[src/rtl/demux_pkg.sv]
// Shared constants, output FSM states and auto-counter direction for demux_1_8_deser.
// Build option DEMUX_MSB_FIRST_EN: auto counter starts at 7 and counts down.
package demux_pkg;

  localparam int unsigned SEL_W  = 3;
  localparam int unsigned WORD_W = 8;
  localparam logic [WORD_W-1:0] MASK_FULL = 8'hFF;

  typedef enum logic [0:0] {
    ST_EMPTY,
    ST_HOLD
  } state_e;

`ifdef DEMUX_MSB_FIRST_EN
  localparam logic [SEL_W-1:0] CNT_START = 3'd7;

  function automatic logic [SEL_W-1:0] cnt_step(input logic [SEL_W-1:0] cnt);
    return cnt - 3'd1;
  endfunction
`else
  localparam logic [SEL_W-1:0] CNT_START = 3'd0;

  function automatic logic [SEL_W-1:0] cnt_step(input logic [SEL_W-1:0] cnt);
    return cnt + 3'd1;
  endfunction
`endif

endpackage

[src/rtl/demux_1_8_dec.sv]
// 3-to-8 one-hot decoder with enable; per-bit write strobes for shadow and mask.
module demux_1_8_dec
  import demux_pkg::*;
(
  input  logic              en_i,
  input  logic [SEL_W-1:0]  sel_i,
  output logic [WORD_W-1:0] onehot_o
);

  always_comb begin
    onehot_o = '0;
    if (en_i) onehot_o[sel_i] = 1'b1;
  end

endmodule

[src/rtl/demux_1_8_deser.sv]
// 1:8 bit demux / deserializer with valid/ready output and overflow flag.
// Build option DEMUX_MSB_FIRST_EN selects a down-counting auto index (see demux_pkg).
module demux_1_8_deser
  import demux_pkg::*;
#(
  parameter logic [WORD_W-1:0] RST_CODE   = 8'h00,
  parameter bit                OVF_STICKY = 1'b1
) (
  input  logic              i_clk,
  input  logic              i_rst_n,
  input  logic              i_en,
  input  logic              i_d,
  input  logic              i_bit_vld,
  input  logic              i_auto,
  input  logic [SEL_W-1:0]  i_sel_code,
  input  logic              i_rdy,
  output logic [WORD_W-1:0] o_code,
  output logic              o_vld,
  output logic [SEL_W-1:0]  o_sel_cur,
  output logic              o_ovf
);

  logic              accept;
  logic [SEL_W-1:0]  idx;
  logic [WORD_W-1:0] we;
  logic [WORD_W-1:0] shadow_q, shadow_d;
  logic [WORD_W-1:0] mask_q, mask_d, mask_set;
  logic [WORD_W-1:0] code_q, code_d;
  logic [SEL_W-1:0]  cnt_q, cnt_d;
  logic              complete;
  logic              drop;
  logic              ovf_q, ovf_d;
  state_e            state_q, state_d;

  assign accept = i_en & i_bit_vld;
  assign idx    = i_auto ? cnt_q : i_sel_code;

  demux_1_8_dec u_dec (
    .en_i     (accept),
    .sel_i    (idx),
    .onehot_o (we)
  );

  // Shadow collection runs independently of the output register.
  always_comb begin
    shadow_d = (shadow_q & ~we) | ({WORD_W{i_d}} & we);
    mask_set = mask_q | we;
    complete = accept & (mask_set == MASK_FULL);
    mask_d   = complete ? '0 : mask_set;
    cnt_d    = cnt_q;
    if (complete) begin
      cnt_d = CNT_START;
    end else if (accept && i_auto) begin
      cnt_d = cnt_step(cnt_q);
    end
  end

  always_comb begin
    state_d = state_q;
    code_d  = code_q;
    drop    = 1'b0;
    unique case (state_q)
      ST_EMPTY: begin
        if (complete) begin
          state_d = ST_HOLD;
          code_d  = shadow_d;
        end
      end
      ST_HOLD: begin
        if (complete) begin
          // A word completing under backpressure is lost; the held word wins.
          if (i_rdy) code_d = shadow_d;
          else       drop   = 1'b1;
        end else if (i_rdy) begin
          state_d = ST_EMPTY;
        end
      end
      default: state_d = ST_EMPTY;
    endcase
    ovf_d = OVF_STICKY ? (ovf_q | drop) : drop;
  end

  always_ff @(posedge i_clk or negedge i_rst_n) begin
    if (!i_rst_n) begin
      shadow_q <= '0;
      mask_q   <= '0;
      cnt_q    <= CNT_START;
      code_q   <= RST_CODE;
      state_q  <= ST_EMPTY;
      ovf_q    <= 1'b0;
    end else begin
      shadow_q <= shadow_d;
      mask_q   <= mask_d;
      cnt_q    <= cnt_d;
      code_q   <= code_d;
      state_q  <= state_d;
      ovf_q    <= ovf_d;
    end
  end

  assign o_code    = code_q;
  assign o_vld     = (state_q == ST_HOLD);
  assign o_sel_cur = cnt_q;
  assign o_ovf     = ovf_q;

endmodule

[config.mk]
export PLATFORM = sky130hd
export DESIGN_NAME = demux_1_8_deser
export DESIGN_NICKNAME = d
export VERILOG_FILES = /design/src/rtl/demux_pkg.sv /design/src/rtl/demux_1_8_dec.sv /design/src/rtl/demux_1_8_deser.sv
export SDC_FILE = /design/constraint.sdc
export NUM_CORES = 1
export LEC_CHECK = 0
export ABC_CLOCK_PERIOD_IN_PS = 2700
export CAP_MARGIN = 0
export CORE_ASPECT_RATIO = 0.5
export CORE_MARGIN = 10
export CORE_UTILIZATION = 44
export DETAILED_ROUTE_END_ITERATION = 12
export GPL_TIMING_DRIVEN = 0
export PLACE_DENSITY_LB_ADDON = 0.15
export SYNTH_ARGS = -nofsm -noshare
export SYNTH_HDL_FRONTEND = slang
export SYNTH_SLANG_ARGS = --single-unit
[constraint.sdc]
create_clock -name i_clk -period 2.7 [get_ports i_clk]
set_input_delay 0.81 -clock i_clk [delete_from_list [all_inputs] [get_ports i_clk]]
set_output_delay 0.81 -clock i_clk [all_outputs]
set_load 0.05 [all_outputs]
=== Yosys cells after proc, flatten, opt, wreduce, memory -nomap -nowiden ===
Cells that the tools add are included.

* Bits in registers: 29
* Input bits: 10
* Output and inout bits: 13
* Word-level logic and storage cells: 43

* $add $sub $neg: 1
* Order comparisons: 2
* Equality and inequality tests: 4
* Muxes and demuxes: 17
* Bitwise gates (word level): 9
* Reductions and logical operators: 4

{| class="wikitable"
|+ Operators by type and width
! cell !! count
|-
| $mux 8 || 5
|-
| $and 8x8->8 || 2
|-
| $or 8x8->8 || 2
|-
| $pmux 8 s2 || 1
|-
| $mux 3 || 3
|-
| $eq 8x8->1 const B || 1
|-
| $not 8->8 || 1
|-
| $mux 1 || 6
|-
| $ne 2x2->1 const B || 3
|-
| $lt 3x4->1 const B || 1
|-
| $add 3x1->3 const B || 1
|-
| $demux 1 s3 || 1
|-
| $ge 3x1->1 const B || 1
|-
| $reduce_and 3->1 || 1
|-
| $and 1x1->1 || 2
|-
| $logic_and 1x1->1 || 2
|-
| $pmux 1 s2 || 1
|-
| $reduce_bool 2->1 || 1
|-
| $not 1->1 || 1
|-
| $or 1x1->1 || 1
|}

=== Longest topological paths before layout ===
* Word-level depth: 12
* Gate-level depth with buffers: 8
* Mapped depth without buffers: 6

=== By module ===
A second synthesis with hierarchy kept.

* Cells, all modules: 92
* Area, all modules: 1,285.0 µm²

{| class="wikitable"
|+ By module, submodules not included
! module !! times used !! cells each !! area an instance (µm²) !! seq. area each (µm²)
|-
| demux_1_8_deser || 1 || 84 || 1,189.9 || 725.7
|-
| demux_1_8_dec || 1 || 8 || 95.1 || 0.0
|}

=== Worst setup path before layout ===
Ideal clock, no wire load.

* Path kind: input to register
* Start: input port i_auto
* End: register code_q[0] (netlist: o_code[0])
* Setup time: 0.127 ns
* Arrival: 2.519 ns
* Required time: 2.573 ns
* Path slack: 0.053 ns
* Cell stages on the path: 8
* Buffers on the path: 2
* Cell sequence: buf_4 -> nor3_2 -> nor2_1 -> o311a_1 -> nor4_4 -> nor2b_1 -> buf_4 -> mux2_1

* Word-level cells in the longest chain between the ends: 12
* Elaborated cells between the ends (all ways): 21
* Those cells by class: order compare: 2; eq/ne: 3; mux: 8; bitwise: 6; reduce/logical: 2

{| class="wikitable"
|+ Ends and longest elaborated chain
! item !! RTL line !! RTL
|-
| start, declared || demux_1_8_deser.sv:14 || <nowiki>input logic i_auto,</nowiki>
|-
| $mux 3 * || demux_1_8_deser.sv:36 || <nowiki>assign idx = i_auto ? cnt_q : i_sel_code;</nowiki>
|-
| $lt 3x4->1 (not written as such) / $ge 3x1->1 (equally long branches) || demux_1_8_dec.sv:12 || <nowiki>if (en_i) onehot_o[sel_i] = 1'b1;</nowiki>
|-
| $logic_and 1x1->1 (not written as such) || demux_1_8_dec.sv:12 ||
|-
| $mux 1 (not written as such) || demux_1_8_dec.sv:12 ||
|-
| $demux 1 s3 * || -- ||
|-
| $mux 8 * || demux_1_8_dec.sv:12 ||
|-
| parallel branches: the longest is 6 deep, another holds $or 8x8->8 || -- ||
|-
| end signal, assigned || demux_1_8_deser.sv:95 || <nowiki>code_q <= code_d;</nowiki>
|-
| end, declared || demux_1_8_deser.sv:28 || <nowiki>logic [WORD_W-1:0] code_q, code_d;</nowiki>
|}

Every way passes the cells marked *. The select of a mux whose other input is x is not followed.
A chain may end at the register's enable or synchronous reset.

=== Final worst setup path ===
* Start: input port i_auto
* End: register code_q[7] (netlist: o_code[7])

Same word-level chain as after synthesis.

==> run_results.csv <==
group,metric,value,unit
placed_design,dp_slack,-0.8610,ns
global_route,met2_usage,0.1531,
finish,fillers,262,
timing,slew_violations,0,
route,wl_per_cell,15.67,um
clock_network,clk-insertion-delay-late,0.28,ns
clock_network,cts_max_level,2,
setup_path,end_kind,"flop",
finish,fin_nets,165,
setup_path,critPathRequiredTime,2.86,ns
logic_synthesis,ys_types,36,
floorplan,initial_core_util,0.4584,
clock_network,cts_buffers,5,
placed_design,dp_hpwl,2.048,mm
timing,hold_viol_final,0,
floorplan,rows,14,
setup_path,slowest_delay,0.38,ns
finish,finalNonFillerCells,195,
placed_design,placed_cells,177,
route,antenna_left,0,
clock_network,root_buffer,"clkbuf_8",
finish,mostFrequentLayoutCells,"29 x dfrtp_1, 18 x nor2_1, 15 x clkdlybuf4s50_1",
floorplan,die_w,98.77,um
global_route,overflow,0,
finish,final_common_cell,"dfrtp_1",
route,drtIter0Drc,39,
global_route,grt_pass1_wl,5.175,mm
setup_path,crit_arrival,2.76,ns
finish,seqCellArea,725.7,um2
timing,setup_ws,0.1025,ns
route,drt_wl_total,3.056,mm
finish,multiInputGateArea,669.4,um2
status,status,"complete, no violations",
timing,finalSetupViolCount,0,
floorplan,fp.coreArea,2978,um2
timing,period_share,0.9620,
logic_synthesis,synthesis.nets,126,
setup_path,cp_top_family,"simple AND/OR/NAND/NOR gates",
timing,fmax,0.3850,GHz
setup_path,crit_top_cell,"buf_4",
floorplan,chipHeight,59.39,um
route,drc,0,
global_route,grtUsageMet3,0.05006,
setup_path,worst-path-buf-inv,3,
global_route,met1_usage,0.1478,
finish,drive_gt1_frac,0.3032,
route,vias,1010,
finish,antenna_cells,0,
timing,rsz0062_at_grt,"yes",
global_route,grt.total_usage,0.1128,
setup_path,worst_path_max_delay_cell,"o311a_1",
logic_synthesis,avgSynthCellArea,11.87,um2
logic_synthesis,synth_cells,115,
job,cap_violations,0,
timing,fin_skew,0.003031,ns
logic_synthesis,yosysSeqAreaShare,0.5316,
logic_synthesis,syn_area,1365,um2
route,firstDrtPassIters,4,
route,viasPerCell,5.179,
placed_design,gp_congestion,0.7492,
global_route,grt.busiest_layer,"met2",
clock_network,max-clock-path-buffers,2,
timing,relSlewSlack,0.5814,
clock_network,cts_sinks,29,
setup_path,critical_path_class,"in -> reg",
clock_network,path_clk_slew,0.06,ns
global_route,grt_max_degree,30,
logic_synthesis,yosys_register_bits,29,
global_route,grt_pass1_vias,999,
timing,worstMarginPinSlew,0.6278,ns
setup_path,cp_cell_sequence,"buf_4 -> buf_8 -> nor3_2 -> nor2_1 -> o311a_1 -> nor4_4 -> nor2b_1 -> buf_4 -> mux2_1",
pwr,power_density,1046,nW/um2
floorplan,pin_count,23,
floorplan,die_area,5865,um2
pwr,p_leak,0.8960,nW
setup_path,cp-start-kind,"input port",
logic_synthesis,yosysWarnings,0,
timing,period_needed,2.597,ns
global_route,antenna_found_initial,0,
placed_design,io_buffer_count,22,
pwr,max-vdd-ir-drop,0.5784,mV
min_path,hold_class,"reg -> reg",
finish,syn_to_final_growth,35.56,%
clock_network,cts_tree,"built",
clock_network,cts-hold-fix-buffers,0,
setup_path,path_max_fanout,8,
layout make-up:
type / instances / share of cell area
buffer: 2 / 0.01217
clock buffer: 6 / 0.03922
clock inverter: 2 / 0.005409
inverter: 1 / 0.002028
multi-input combinational: 81 / 0.3617
sequential: 29 / 0.3922
tap: 40 / 0.02705
timing repair buffer: 34 / 0.1602
cell usage after synthesis, drive strengths merged:
cell type / n / area share
a211oi: 2 / 0.015
a21o: 1 / 0.0055
a21oi: 4 / 0.015
and2: 2 / 0.0092
and3: 2 / 0.0092
and3b: 2 / 0.013
buf: 2 / 0.011
clkbuf: 2 / 0.0055
dfrtp: 29 / 0.53
ha: 1 / 0.0092
inv: 1 / 0.0027
mux2: 17 / 0.14
mux2i: 1 / 0.010
nand2: 5 / 0.014
nand3: 2 / 0.0073
nand3b: 1 / 0.0055
nor2: 18 / 0.049
nor2b: 3 / 0.014
nor3: 2 / 0.011
nor3b: 2 / 0.011
nor4: 1 / 0.016
nor4b: 1 / 0.0064
nor4bb: 1 / 0.0073
o2111a: 1 / 0.0082
o211a: 3 / 0.022
o211ai: 1 / 0.0055
o221ai: 1 / 0.0064
o311a: 1 / 0.0073
or2: 1 / 0.0046
or3: 2 / 0.0092
or3b: 1 / 0.0064
xnor2: 1 / 0.0064
xor2: 1 / 0.0064
registers in the layout (all words and copies together) (netlist names):
| name | count |
|---|---|
| mask_q | 8 |
| o_code | 8 |
| o_ovf | 1 |
| o_sel_cur | 3 |
| o_vld | 1 |
| shadow_q | 8 |
through the flow:
step	hold slack (ns)	total power, mW	util	TNS, ns	cell area [um2]
after floorplan	0.4579	1.279	-	0	1365
after global placement	0.4428	1.524	0.5492	-14.24	1635
after detailed placement	0.4477	1.543	0.5492	-14.76	1635
after CTS	0.4645	1.937	0.6172	-0.003835	1838
after global routing	0.4974	2.053	0.6214	-0.06043	1851
final	0.4604	1.935	0.6214	0	1851
report_power, final:
group          internal [mW]  switching, mW
combinational          0.353          0.495
clock                  0.178          0.165
sequential             0.620          0.123
repair_timing:
action                                  in CTS  in global routing
endpoints found under the setup margin      18                 18
pin swaps                                    6                  6
gates resized for setup                     20                  9
buffers inserted                            10                  2
metal layers:
layer  share of wire  vias up  wire [um]
met5               0        -          0
met1            0.50      479       1515
met4           0.016        0         50
li1                -      487          -
met2            0.41       37       1251
met3           0.078        7        239
logic make-up (layout without fill, tap and decap cells):
group | Yosys count | after routing | synth area share
flip-flops | 29 | 29 | 0.5316
XOR/XNOR | 2 | 2 | 0.01283
multiplexers | 18 | 18 | 0.1503
AND/OR/NAND/NOR | 46 | 46 | 0.1925
buffers and inverters | 5 | 45 | 0.01924
AO/OA/AOI/OAI | 14 | 14 | 0.08433
adder cells (fa/ha/maj) | 1 | 1 | 0.009164
worst reg2reg max path, stage by stage (launching register included):
cell,delay (ns)
dfrtp_1,0.47
nor3b_1,0.29
nor2_1,0.11
o311a_1,0.38
nor4_4,0.30
nor2b_1,0.17
buf_4,0.19
mux2_1,0.34
worst paths after layout:
path / startpoint / endpoint / slack [ns] / depth (start not counted)
setup / recovery: i_auto / o_code[7] / 0.10 / 9
hold / removal: o_ovf / o_ovf / 0.46 / 1
setup reg to reg: o_sel_cur[1] / o_code[7] / 0.34 / 7
hold reg to reg: o_ovf / o_ovf / 0.46 / 1
max in group asynchronous: i_rst_n / o_vld / 1.74 / 1
min in group asynchronous: i_rst_n / o_code[0] / 0.55 / 1
No activity file was read; power rests on OpenSTA's default activity.
